**config.mk**
```make
export PLATFORM = sky130hd
export DESIGN_NAME = fir_decim_serial_flat
export DESIGN_NICKNAME = d
export VERILOG_FILES = /design/src/rtl/fir_decim_serial_if.sv /design/src/rtl/fir_decim_serial.sv /design/src/flat_wrapper.sv
export SDC_FILE = /design/constraint.sdc
export NUM_CORES = 2
export LEC_CHECK = 0
export BUFFER_PORTS_ARGS = -buffer_cell sky130_fd_sc_hd__buf_2
export CORE_ASPECT_RATIO = 0.5
export CORE_MARGIN = 2
export CORE_UTILIZATION = 50
export CTS_CLUSTER_DIAMETER = 60
export DETAILED_ROUTE_END_ITERATION = 12
export PLACE_DENSITY = 0.76
export SYNTH_ARGS = -nofsm -noshare
export SYNTH_HDL_FRONTEND = slang
export SYNTH_SLANG_ARGS = --single-unit
```
**constraint.sdc**
```tcl
create_clock -name clk -period 16.1 [get_ports clk]
set_input_delay 4.025 -clock clk [delete_from_list [all_inputs] [get_ports clk]]
set_output_delay 4.025 -clock clk [all_outputs]
set_load 0.005 [all_outputs]
```
**src/rtl/fir_decim_serial_if.sv**
```systemverilog
// Sample/coefficient/result bundle of the serial decimating FIR.
// master = upstream stimulus and consumer, slave = the filter.
interface fir_decim_serial_if #(
    parameter int DATA_W = 24,
    parameter int COEF_W = 18,
    parameter int TAPS   = 32
);
    localparam int AW = $clog2(TAPS);

    logic                     in_valid;
    logic signed [DATA_W-1:0] in_data;
    logic                     coef_we;
    logic [AW-1:0]            coef_addr;
    logic signed [COEF_W-1:0] coef_wdata;
    logic                     out_valid;
    logic signed [DATA_W-1:0] out_data;
    logic                     busy;
    logic                     overrun;

    modport master (
        output in_valid, in_data, coef_we, coef_addr, coef_wdata,
        input  out_valid, out_data, busy, overrun
    );

    modport slave (
        input  in_valid, in_data, coef_we, coef_addr, coef_wdata,
        output out_valid, out_data, busy, overrun
    );
endinterface

```
**src/rtl/fir_decim_serial.sv**
```systemverilog
// Serial single-MAC decimating FIR: one tap per clock, one MAC pass per DECIM accepted samples.
// Circular delay line and coefficient bank are register arrays; output is rounded and saturated.
module fir_decim_serial #(
    parameter int DATA_W = 24,
    parameter int COEF_W = 18,
    parameter int TAPS   = 32,
    parameter int DECIM  = 4,
    parameter int SHIFT  = 16
) (
    input  logic              clk,
    input  logic              rst_n,
    fir_decim_serial_if.slave bus
);
    localparam int PW     = $clog2(TAPS);
    localparam int DW     = (DECIM > 1) ? $clog2(DECIM) : 1;
    localparam int PROD_W = DATA_W + COEF_W;
    localparam int ACC_W  = PROD_W + PW;

    localparam logic signed [ACC_W-1:0] HALF    = ACC_W'(64'sd1 <<< (SHIFT - 1));
    localparam logic signed [ACC_W-1:0] OUT_MAX = ACC_W'((64'sd1 <<< (DATA_W - 1)) - 64'sd1);
    localparam logic signed [ACC_W-1:0] OUT_MIN = ACC_W'(-(64'sd1 <<< (DATA_W - 1)));

    typedef enum logic [1:0] {IDLE, MAC, ROUND} state_t;

    state_t                   state;
    logic signed [DATA_W-1:0] dline [TAPS];
    logic signed [COEF_W-1:0] coef [TAPS];
    logic [PW-1:0]            wr_ptr;
    logic [PW-1:0]            tap;
    logic [PW-1:0]            rd_ptr;
    logic [DW-1:0]            dec_cnt;
    logic signed [ACC_W-1:0]  acc;
    logic signed [PROD_W-1:0] tap_data;
    logic signed [PROD_W-1:0] tap_coef;
    logic signed [PROD_W-1:0] prod;
    logic signed [ACC_W-1:0]  rounded;
    logic signed [DATA_W-1:0] sat;

    logic                     out_valid;
    logic signed [DATA_W-1:0] out_data;
    logic                     busy;
    logic                     overrun;

    // wr_ptr already points past the triggering sample, so x[n-k] sits at wr_ptr-1-k.
    assign rd_ptr   = wr_ptr - PW'(1) - tap;
    assign tap_data = PROD_W'(dline[rd_ptr]);
    assign tap_coef = PROD_W'(coef[tap]);
    assign prod     = tap_data * tap_coef;
    assign rounded  = (acc + HALF) >>> SHIFT;

    always_comb begin
        if (rounded > OUT_MAX)
            sat = OUT_MAX[DATA_W-1:0];
        else if (rounded < OUT_MIN)
            sat = OUT_MIN[DATA_W-1:0];
        else
            sat = rounded[DATA_W-1:0];
    end

    always_ff @(posedge clk or negedge rst_n) begin
        if (!rst_n) begin
            state     <= IDLE;
            wr_ptr    <= '0;
            tap       <= '0;
            dec_cnt   <= '0;
            acc       <= '0;
            out_valid <= 1'b0;
            out_data  <= '0;
            busy      <= 1'b0;
            overrun   <= 1'b0;
            for (int unsigned i = 0; i < TAPS; i++) begin
                dline[i] <= '0;
                coef[i]  <= '0;
            end
        end else begin
            out_valid <= 1'b0;
            if (bus.in_valid && state != IDLE)
                overrun <= 1'b1;
            case (state)
                IDLE: begin
                    if (bus.coef_we)
                        coef[bus.coef_addr] <= bus.coef_wdata;
                    if (bus.in_valid) begin
                        dline[wr_ptr] <= bus.in_data;
                        wr_ptr        <= wr_ptr + 1'b1;
                        if (dec_cnt == DW'(DECIM - 1)) begin
                            dec_cnt <= '0;
                            tap     <= '0;
                            busy    <= 1'b1;
                            state   <= MAC;
                        end else begin
                            dec_cnt <= dec_cnt + 1'b1;
                        end
                    end
                end
                MAC: begin
                    acc <= ((tap == '0) ? '0 : acc) + ACC_W'(prod);
                    tap <= tap + 1'b1;
                    if (tap == PW'(TAPS - 1))
                        state <= ROUND;
                end
                ROUND: begin
                    out_data  <= sat;
                    out_valid <= 1'b1;
                    busy      <= 1'b0;
                    state     <= IDLE;
                end
                default: state <= IDLE;
            endcase
        end
    end

    assign bus.out_valid = out_valid;
    assign bus.out_data  = out_data;
    assign bus.busy      = busy;
    assign bus.overrun   = overrun;
endmodule
```
**src/flat_wrapper.sv**
```systemverilog
// flat-port wrapper written by rule: the top's interface ports become plain ports
module fir_decim_serial_flat 
#(
    parameter int DATA_W = 24,
    parameter int COEF_W = 18,
    parameter int TAPS   = 32,
    parameter int DECIM  = 4,
    parameter int SHIFT  = 16
)
  (clk, rst_n, bus_in_valid, bus_in_data, bus_coef_we, bus_coef_addr, bus_coef_wdata, bus_out_valid, bus_out_data, bus_busy, bus_overrun);
  fir_decim_serial_if #(.DATA_W(DATA_W), .COEF_W(COEF_W), .TAPS(TAPS)) bus_i ();
  input  logic clk;
  input  logic rst_n;
  input wire logic [$bits(bus_i.in_valid)-1:0] bus_in_valid;
  input wire logic [$bits(bus_i.in_data)-1:0] bus_in_data;
  input wire logic [$bits(bus_i.coef_we)-1:0] bus_coef_we;
  input wire logic [$bits(bus_i.coef_addr)-1:0] bus_coef_addr;
  input wire logic [$bits(bus_i.coef_wdata)-1:0] bus_coef_wdata;
  output wire logic [$bits(bus_i.out_valid)-1:0] bus_out_valid;
  output wire logic [$bits(bus_i.out_data)-1:0] bus_out_data;
  output wire logic [$bits(bus_i.busy)-1:0] bus_busy;
  output wire logic [$bits(bus_i.overrun)-1:0] bus_overrun;
  assign bus_i.in_valid = bus_in_valid;
  assign bus_i.in_data = bus_in_data;
  assign bus_i.coef_we = bus_coef_we;
  assign bus_i.coef_addr = bus_coef_addr;
  assign bus_i.coef_wdata = bus_coef_wdata;
  assign bus_out_valid = bus_i.out_valid;
  assign bus_out_data = bus_i.out_data;
  assign bus_busy = bus_i.busy;
  assign bus_overrun = bus_i.overrun;
  fir_decim_serial #(.DATA_W(DATA_W), .COEF_W(COEF_W), .TAPS(TAPS), .DECIM(DECIM), .SHIFT(SHIFT)) u_core (.clk(clk), .rst_n(rst_n), .bus(bus_i));
endmodule
```
==> summary.md <==
| Metric | Value |
|---|---|
| P&R area growth vs syn | `8.55%` |
| Remaining Overflow, GRT | `0` |
| Vias in the first global route | `51600` |
| Drt via density | `5.96` |
| CTS resizes | `0` |
| First-pass GRT wire length | `316 mm` |
| DP HPWL | `127 mm` |
| Hold Crit Class | `reg2reg` |
| Avg Cell Area, Syn | `13.4 sq um` |
| Syn. warnings | `0` |
| Root Buffer | `clkbuf_16` |
| Run status | `completed` |
| Slew @ Worst Pin | `1.30 ns` |
| Starting Density | `50.4%` |
| Post-CTS Setup Bufs | `0` |
| Post-synth ARST share | `100%` |
| Max frequency | `78.4 MHz` |
| Top post-synthesis cells by count | `dfrtp_1 (1432), mux2_2 (1382), inv_1 (533)` |
| CTS Buf Count | `134` |
| Core ar. | `164000 sq um` |
| Post-synth EDFFs | `0` |
| Worst setup SP type | `register` |
| Post-Route WL | `201 mm` |
| Total Neg Setup Slack | `0 ns` |
| Most common cell in the netlist | `dfrtp_1` |
| H-tree depth | `4` |
| Bufs on Longest Clock Path | `3` |
| Overall routing resource usage | `24.5%` |
| Placed cells | `8082` |
| FF-to-FF End | `u_core.acc[46]` |
| Synthesized area | `82700 sq um` |
| Sequential area share after synthesis | `43.3%` |
| Hold Path Cell Cnt | `2` |
| Synth Register Bits | `1432` |
| Max Cap Viol | `0` |
| Fin Clk Skew | `0.0632 ns` |
| Final setup viols | `0` |
| CTS tree | `done` |
| Crit end category | `register` |
| Syn nets | `6801` |
| Reg-to-reg slack, setup | `3.35 ns` |
| Crit path max-delay family | `adder cells` |
| Synth unique cells | `74` |
| Remaining antenna violation count | `0` |
| Hold Path Origin | `u_core.acc[2]` |
| Slew Limit Fails | `0` |
| Clock period minus worst slack | `12.75 ns` |
| Nets@finish | `6668` |
| Clk_lat worst skew | `0.80 ns` |
| Hold Path End | `u_core.acc[2]` |
| Final period utilization | `79.2%` |
| DR pass1 iterations | `5` |
| Reg2Reg Depth | `40` |
| Final Cell Area | `89800 sq um` |
| Die extent in x | `579 um` |
| Die ar. | `169000 sq um` |
| Layout Utilization | `54.7%` |
| Top Ports | `78` |
| Crit path DAT | `13.42 ns` |
| RSZ-0062 raised after global routing | `false` |
| Std cell rows | `105` |
| Synth top area share | `43.3%` |
| Leading area contributor after synthesis | `dfrtp_1` |
| Worst Path Required | `16.77 ns` |
| CP startpoint | `u_core.tap[0]` |
| Sum of buffers and inverters on the critical path | `8` |
| Initial drt markers | `4353` |
| Dpl cell area | `85200 sq um` |
| Crit Path Class | `reg2reg` |
| Die height | `292 um` |
| Ratio of cells with drive above 1 in the final layout | `37.3%` |
| Hold-fix buffer count after cts | `0` |
| Clk pin slew, worst setup/hold paths | `0.06 ns` |
| Relative slew slack | `12.8%` |
| Worst path slowest cell | `dfrtp_4` |
| Slowest stage delay, CP | `0.97 ns` |
| Clock Sinks | `1432` |
| Final Hold Viols | `0` |
| Top_reg_cell synth | `dfrtp_1` |
| Ranking of synthesized cells by area | `dfrtp_1 (43%), mux2_2 (19%), mux4_2 (11%), fa_1 (10%), ha_1 (2.5%)` |
| PortBufs | `77` |
| RR Startpoint | `u_core.tap[0]` |
| Final Non-Filler Cells | `8326` |
| Cells after Synth | `6158` |
| Via count | `49600` |
| RD Place Congestion | `0.885` |
| Initial antenna violation count | `9` |
| Crit-path max FO | `41` |
| WL/cell | `24.2 um` |
| Residual DRC count | `0` |
| Largest net degree at the start of global routing | `191` |
-- placed cells by master (no fill, tap or decap), types with 22 or more instances in the layout --
cell       count
mux4_2       420
nand4_1       22
clkbuf_1      33
mux2_2      1382
buf_2         76
o21ai_0       89
fa_1         427
xnor2_1       81
inv_1        532
buf_4         71
nand3_1       28
a21oi_1       87
a21o_1        44
nand2b_1      23
nor2b_1       54
nand2_1      414
clkbuf_8      28
and2_1       104
nor2_1       116
xor2_1        31
o21ai_1       24
clkbuf_16    135
dfrtp_1     1429
ha_1         163
-- flip-flops by register name, indices dropped and copies added (netlist names) --
name                  count
u_core.bus.out_data      24
u_core.dec_cnt            2
u_core.bus.busy           1
u_core.acc               47
u_core.wr_ptr             5
u_core.tap                5
u_core.dline            768
u_core.bus.overrun        1
u_core.state              2
u_core.bus.out_valid      1
u_core.coef             576
-- per-layer routing --
| metal | vias to the layer above | track usage (%) | part of all wire (%) |
|---|---|---|---|
| li1 | 21100 | - | - |
| met1 | 26500 | 36.1 | 45 |
| met2 | 1765 | 37.2 | 45 |
| met3 | 311 | 4.58 | 7.2 |
| met4 | 2 | 7.12 | 2.6 |
| met5 | - | 0 | 0.0035 |
-- per-stage QoR --
step | hold WS (ns) | setup slack, ns
floorplan | 0.438 | 4.56
CTS | 0.476 | 3.33
global placement | 0.447 | 3.48
global route | 0.498 | 2.56
finish | 0.473 | 3.35
detailed placement | 0.463 | 3.40
-- how the worst max path moves through the flow --
stage                           to  slack (ns)  cells past startpoint
floorplan           u_core.acc[46]        4.56                     42
detailed placement  u_core.acc[46]        3.40                     40
global placement    u_core.acc[46]        3.48                     40
finish              u_core.acc[46]        3.35                     40
CTS                 u_core.acc[46]        3.33                     40
global route        u_core.acc[44]        2.56                     41
-- layout make-up --
cell class	instances	area [sq um]
flip-flops and latches	1432	35800
diodes	4	10.0
inverters	533	2000
repair buffers	159	1150
fillers	12900	74300
clock inverters	44	671
multi-input cells	3765	43400
well taps	2193	2740
clock buffers	196	3890
-- logic make-up after synthesis --
family	share of synthesized area [%]
adders and majority gates	12.8
muxes	30.4
AOI/OAI and AO/OA	2.60
buffers and inverters	4.48
xor gates and xnor gates	1.24
and+or+nand+nor	5.12
DFF	43.3
-- tightest hold or removal path, cell delays in order, from the launching register on --
cell and delay, ns:
dfrtp_1 0.33, nand2_1 0.05, o21ai_0 0.06
Power is left out: the tool's default activity adds up to more than one toggle a clock period on the data nets, which glitch-free logic cannot reach.
